[config.mk]
export PLATFORM = sky130hd
export DESIGN_NAME = word_sched_rr_32_8_flat
export DESIGN_NICKNAME = d
export VERILOG_FILES = /design/src/rtl/word_sched_rr_32_8_if.sv /design/src/rtl/word_sched_rr_32_8.sv /design/src/flat_wrapper.sv
export SDC_FILE = /design/constraint.sdc
export NUM_CORES = 1
export LEC_CHECK = 0
export CAP_MARGIN = 0
export CORE_MARGIN = 3
export CORE_UTILIZATION = 40
export CTS_CLUSTER_DIAMETER = 40
export DETAILED_ROUTE_END_ITERATION = 16
export GPL_TIMING_DRIVEN = 1
export PLACE_DENSITY = 0.93
export RECOVER_POWER = 50
export SYNTH_ARGS = -nofsm -noshare
export SYNTH_HDL_FRONTEND = slang
export SYNTH_SLANG_ARGS = --single-unit
[constraint.sdc]
create_clock -name clk_4f -period 2.4 [get_ports clk_4f]
set_input_delay 0.48 -clock clk_4f [delete_from_list [all_inputs] [get_ports clk_4f]]
set_output_delay 0.48 -clock clk_4f [all_outputs]
set_load 0.005 [all_outputs]
[src/rtl/word_sched_rr_32_8_if.sv]
// word_sched_rr_32_8_if: requester/demux-side signals of the round-robin word scheduler
interface word_sched_rr_32_8_if;
  logic [31:0] req0_data;
  logic        req0_valid;
  logic        req0_ready;
  logic [31:0] req1_data;
  logic        req1_valid;
  logic        req1_ready;
  logic [31:0] word_out;
  logic        word_valid;
  logic        grant_id;
  logic [1:0]  phase;
  modport master (
    output req0_data, req0_valid, req1_data, req1_valid,
    input  req0_ready, req1_ready, word_out, word_valid, grant_id, phase
  );
  modport slave (
    input  req0_data, req0_valid, req1_data, req1_valid,
    output req0_ready, req1_ready, word_out, word_valid, grant_id, phase
  );
endinterface

[src/rtl/word_sched_rr_32_8.sv]
// word_sched_rr_32_8: two-requester round-robin word scheduler feeding a 32->8 byte demux
module word_sched_rr_32_8 #(
  parameter int MAX_BURST = 4
) (
  input logic                   clk_4f,
  input logic                   reset,
  word_sched_rr_32_8_if.slave   bus
);
  typedef enum logic {IDLE, SEND} state_t;
  state_t      state_q;
  logic [1:0]  phase_q;
  logic [31:0] word_q;
  logic        valid_q;
  logic        gid_q;
  logic        last_q;
  logic [3:0]  burst_q;
  logic [3:0]  burst_d;
  logic        load, own_v, oth_v, keep, win, restart, xfer;
  // A zero burst count means no burst is running, so the requester other than
  // last is preferred; with last=1 out of reset this gives req0 the first grant.
  always_comb begin
    load    = (state_q == IDLE) || (phase_q == 2'd3);
    own_v   = last_q ? bus.req1_valid : bus.req0_valid;
    oth_v   = last_q ? bus.req0_valid : bus.req1_valid;
    keep    = own_v && (burst_q != 4'd0) && (burst_q < 4'(MAX_BURST));
    win     = (keep || !oth_v) ? last_q : !last_q;
    restart = !keep && !oth_v;
    xfer    = reset && load && (own_v || oth_v);
    burst_d = (restart || (win != last_q)) ? 4'd1 :
              (burst_q == 4'(MAX_BURST)) ? burst_q : burst_q + 4'd1;
  end
  assign bus.req0_ready = xfer && !win;
  assign bus.req1_ready = xfer && win;
  assign bus.word_out   = word_q;
  assign bus.word_valid = valid_q;
  assign bus.grant_id   = gid_q;
  assign bus.phase      = phase_q;
  always_ff @(posedge clk_4f) begin
    if (!reset) begin
      state_q <= IDLE;
      phase_q <= 2'd0;
      word_q  <= 32'd0;
      valid_q <= 1'b0;
      gid_q   <= 1'b0;
      last_q  <= 1'b1;
      burst_q <= 4'd0;
    end else if (xfer) begin
      state_q <= SEND;
      phase_q <= 2'd0;
      word_q  <= win ? bus.req1_data : bus.req0_data;
      valid_q <= 1'b1;
      gid_q   <= win;
      last_q  <= win;
      burst_q <= burst_d;
    end else if (state_q == SEND) begin
      if (phase_q != 2'd3) begin
        phase_q <= phase_q + 2'd1;
      end else begin
        state_q <= IDLE;
        phase_q <= 2'd0;
        valid_q <= 1'b0;
      end
    end
  end
endmodule

[src/flat_wrapper.sv]
// flat-port wrapper written by rule: the top's interface ports become plain ports
module word_sched_rr_32_8_flat 
#(
  parameter int MAX_BURST = 4
)
  (clk_4f, reset, bus_req0_data, bus_req0_valid, bus_req1_data, bus_req1_valid, bus_req0_ready, bus_req1_ready, bus_word_out, bus_word_valid, bus_grant_id, bus_phase);
  word_sched_rr_32_8_if bus_i ();
  input logic clk_4f;
  input logic reset;
  input wire logic [$bits(bus_i.req0_data)-1:0] bus_req0_data;
  input wire logic [$bits(bus_i.req0_valid)-1:0] bus_req0_valid;
  input wire logic [$bits(bus_i.req1_data)-1:0] bus_req1_data;
  input wire logic [$bits(bus_i.req1_valid)-1:0] bus_req1_valid;
  output wire logic [$bits(bus_i.req0_ready)-1:0] bus_req0_ready;
  output wire logic [$bits(bus_i.req1_ready)-1:0] bus_req1_ready;
  output wire logic [$bits(bus_i.word_out)-1:0] bus_word_out;
  output wire logic [$bits(bus_i.word_valid)-1:0] bus_word_valid;
  output wire logic [$bits(bus_i.grant_id)-1:0] bus_grant_id;
  output wire logic [$bits(bus_i.phase)-1:0] bus_phase;
  assign bus_i.req0_data = bus_req0_data;
  assign bus_i.req0_valid = bus_req0_valid;
  assign bus_i.req1_data = bus_req1_data;
  assign bus_i.req1_valid = bus_req1_valid;
  assign bus_req0_ready = bus_i.req0_ready;
  assign bus_req1_ready = bus_i.req1_ready;
  assign bus_word_out = bus_i.word_out;
  assign bus_word_valid = bus_i.word_valid;
  assign bus_grant_id = bus_i.grant_id;
  assign bus_phase = bus_i.phase;
  word_sched_rr_32_8 #(.MAX_BURST(MAX_BURST)) u_core (.clk_4f(clk_4f), .reset(reset), .bus(bus_i));
endmodule
# == After elaboration in Yosys (flattened, before gate mapping) ==
# Cells that the tools add are included.
# word_totals
regBits,42
inputBits,68
elab_cells,51
out_inout_bits,38
# classes
add_sub_neg,2
bitwise,2
reduce_logical,20
eq_ne,6
order_cmp,1
mux,13
# ops
operator,n
$mux 32,1
$mux 1,9
$mux 4,2
$logic_and 1x1->1,7
$add 4x1->4 const B,1
$eq 4x3->1 const B,1
$logic_not 1->1,4
$logic_or 1x1->1,4
$lt 4x3->1 const B,1
$ne 2x1->1 const B,2
$reduce_and 2->1,2
$reduce_bool 4->1,1
$add 2x1->2 const B,1
$eq 2x2->1 const B,1
$mux 2,1
$ne 2x2->1 const B,1
$not 1->1,2
$reduce_bool 2->1,1
$reduce_or 2->1,1
$ne 1x1->1,1

# == Logic depth before layout (Yosys ltp) ==
# depth
word_depth,9
ltp_mapped,7
ltp_nobuf,6

# == Worst setup path before layout ==
# Ideal clock, no wire load.
# synth_timing
path_type,register to output
start,register u_core.burst_q[0]
end,output bus_req0_ready
arrival_ns,1.632
stages_incl_launch_ff,7
slack_ns,0.288
t_required_ns,1.920
n_path_buf,1
cell_sequence,dfxtp_1 > inv_1 > ha_1 > or4_4 > a31oi_4 > buf_6 > and2_1
# synth_between
elab_chain_len,7
elab_cells_between_ends,8
cone_classes,order compare (1); mux (1); reduce/logical (6)
# synth_rtl
element,line_no,source
start: declaration,word_sched_rr_32_8.sv:16,logic [3:0] burst_q;
start signal: assignment,word_sched_rr_32_8.sv:54,burst_q <= burst_d;
"parallel branches: the longest is 2 deep, another holds $lt 4x3->1",--,
$logic_and 1x1->1 *,word_sched_rr_32_8.sv:25,keep = own_v && (burst_q != 4'd0) && (burst_q < 4'(MAX_BURST));
$logic_or 1x1->1 *,word_sched_rr_32_8.sv:26,win = (keep || !oth_v) ? last_q : !last_q;
$mux 1 *,word_sched_rr_32_8.sv:26,
$logic_not 1->1 *,word_sched_rr_32_8.sv:32,assign bus.req0_ready = xfer && !win;
$logic_and 1x1->1 *,word_sched_rr_32_8.sv:32,
end: declaration,flat_wrapper.sv:14,output wire logic [$bits(bus_i.req0_ready)-1:0] bus_req0_ready;
# Every way passes the cells marked *.

# == Final worst setup path ==
# layout_timing
start,register u_core.burst_q[1]
end,output bus_req0_ready
# Same word-level chain as after synthesis.

==> impl_metrics.ini <==
[timing]
slew_headroom_pct = 57.8
setup_tns_ns = 0
fin_crit_sh_pct = 96.7
finalHoldViolations = 0
tightest_slew_ns = 0.633
min_period_ns = 2.32
fin_skew_ns = 0.00648
grt_setup_unrepaired = no
hold_ws_ns = 0.467
fmax_mhz = 431
finalSetupViolCount = 0
maxSlewViolCount = 0

[yosys]
synthArstFlopShare_pct = 0
netlist_area_um2 = 2060
synth_area_leaders = dfxtp_1 (41%), a31oi_1 (8.2%), nand2b_1 (8.2%), a21oi_1 (7.1%), o21ai_0 (6.6%)
yosys_most_used_dff = dfxtp_1
synth_edf_count = 0
seq_area_frac_synth_pct = 40.9
synth_most_common_cell = dfxtp_1
synth.avg_cell_area_um2 = 8.13
syn_inst = 253
yosysTopAreaCell = dfxtp_1
ys_warn_count = 0
syn-num-nets = 324
yosysUniqueCellTypes = 32
synth_top_cells_by_count = dfxtp_1 (42), nand2_1 (31), a21oi_1 (29)
synth.top_cell.area_share_pct = 40.9
ys_ff_latch = 42

[worst_setup_path]
worst-path-buf-inv = 2
critPathLaunch = u_core.burst_q[1]$_SDFFE_PN0P_
crit_slowest_cell = or4_4
required_ns = 1.92
crit_type = flop to primary output
worst_setup_path_end_kind = primary output
worstReg2RegStart = u_core.burst_q[1]$_SDFFE_PN0P_
cp-start-kind = flop
critPathArrivalTime_ns = 1.84
critPathMaxFanout = 3
critPathMaxStageDelay_ns = 0.44
path_delay_family = simple AND/OR/NAND/NOR gates
cp_cell_sequence = inv_1 -> ha_4 -> or4_4 -> a31oi_4 -> and2_4 -> clkbuf_2

[power_and_ir_drop]
power.switching_uw = 483
switching_share_pct = 25.9
p_seq_share_pct = 42.0
p_leak_uw = 0.00139
clkPwrFrac_pct = 30.5
power_density_nw_per_um2 = 554
combPwrFrac_pct = 27.5
peakVddDrop_mv = 0.318
p_int_uw = 1380

[clock_network]
root_buffer = clkbuf_8
cts_made_buffers = 5
cts_tree = built
cts_sinks = 42
worstSkewPairLatency_ns = 0.29
clk_pin_slew_ns = 0.08
htreeDepth = 2
postCtsSetupBuffers = 0
cts_buffer_depth = 2

[hold_path]
min_from = u_core.bus.word_valid$_SDFFE_PN0P_
min_path_type = flop to flop

[final_layout]
diodes = 0
synthToLayoutAreaGrowth_pct = 63.7
drive_gt1_share_pct = 11.0
nNetsFinal = 434
instances_no_fill = 430

[placement]
dpl.hpwl_mm = 4.56
placed_cells = 423
gp_congestion = 0.752
port_buffers = 105

[global_route]
grt_pass1_vias = 2303
antenna_found_initial = 0
grt_max_degree = 44
grt_usage_pct = 21.1
grt.overflow.total = 0
grt_pass1_wl_mm = 10.5

[route]
dr.max_layer_used = met4
drtPass1Iterations = 4
wirelength_mm = 6.28
ant_nets = 0
vias = 2272
wl_per_cell_um = 14.6
wl_met1_mm = 2.58
drc = 0
dr_wl_met3_um = 526
drt_iter0_drc = 89
via_per_inst = 5.28
wl_met2_mm = 3.11

[floorplan]
boundaryPins = 106
fp.dieArea_um2 = 6040
die_x_um = 77.7
rows = 25
core_area_um2 = 4850
start_util_pct = 42.4
die_height_um = 77.7

[status]
status = finished clean

[job]
cap_violations = 0
worst register-to-register path, delay by kind of cell (launching register included):
| kind | cells | cell delay (ns) |
|---|---|---|
| flip-flops | 1 | 0.34 |
| AND/OR/NAND/NOR | 1 | 0.44 |
| AO/OA/AOI/OAI | 2 | 0.34 |
| buffers and inverters | 3 | 0.40 |
| multiplexers | 1 | 0.22 |
| adder cells (fa/ha/maj) | 1 | 0.17 |
area by class of cell:
type                       instances  area [um^2]
inverter                           3         11.3
fill                             393         1480
tap                               67         83.8
sequential                        42          843
clock buffer                       6         82.6
timing repair buffer             123         1190
clock inverter                     1         30.0
multi-input combinational        188         1130
path summary, 6_finish.rpt:
kind / endpoint / slack, ns / depth (start not counted)
max: bus_req0_ready / 0.08 / 6
min: u_core.bus.word_valid$_SDFFE_PN0P_ / 0.47 / 2
max reg2reg: u_core.bus.word_out[10]$_SDFFE_PN0P_ / 0.39 / 8
min reg2reg: u_core.bus.word_valid$_SDFFE_PN0P_ / 0.47 / 2
repair_timing:
action | in CTS | in global routing
resized for setup | 9 | 4
hold endpoints to repair | 0 | 0
setup endpoints to repair | 2 | 2
hold buffers | 0 | 0
pin swaps | 1 | 2
placed cells by master (no fill, tap or decap), types with 3 or more instances in the layout:
cell type,synthesis,final
mux2i_1,8,8
nand3_1,8,8
clkbuf_2,0,4
dlygate4sd3_1,0,36
inv_1,3,3
nor2_1,5,5
buf_4,2,14
nand2_1,31,31
clkdlybuf4s50_1,0,67
o21ai_0,27,27
o21ai_1,6,6
nand2b_1,27,27
dfxtp_1,42,40
a21oi_1,29,28
a31oi_1,27,27
clkbuf_8,0,6
power by group through the flow:
stage,Clock (uW),Sequential [uW],Combinational [uW]
after global routing,608,789,561
after floorplan,0,801,226
after CTS,580,784,536
after detailed placement,0,799,527
after global placement,0,797,512
final,569,783,512
per-stage QoR:
stage | total power (uW) | area [um^2] | utilization (%) | worst slack, ns
after floorplan | 1030 | 2060 | - | 0.288
final | 1860 | 3370 | 69.4 | 0.0796
after global routing | 1960 | 3370 | 69.4 | 0.00499
after CTS | 1900 | 3380 | 69.7 | -0.00983
after global placement | 1310 | 3240 | 66.9 | -0.110
after detailed placement | 1330 | 3240 | 66.9 | -0.123
kinds of logic after synthesis:
| group | count (synthesis) | share of synthesized area (%) |
|---|---|---|
| adder cells (fa/ha/maj) | 3 | 1.83 |
| AO/OA/AOI/OAI | 98 | 28.2 |
| flip-flops | 42 | 40.9 |
| AND/OR/NAND/NOR | 78 | 19.2 |
| multiplexers | 9 | 4.44 |
| buffers and inverters | 23 | 5.42 |
metal layers:
layer  track usage, %  vias up
met2             36.1      116
met1             25.7     1031
li1                 -     1117
met4             5.34        0
met3             6.38        8
met5                0        -
sequential cells by signal, indices dropped and copies added, names as in the netlist:
| name | cells |
|---|---|
| u_core.bus.phase | 2 |
| u_core.state_q | 1 |
| u_core.last_q | 1 |
| u_core.bus.grant_id | 1 |
| u_core.bus.word_out | 32 |
| u_core.bus.word_valid | 1 |
| u_core.burst_q | 4 |
Power figures use the tool's default switching activity.
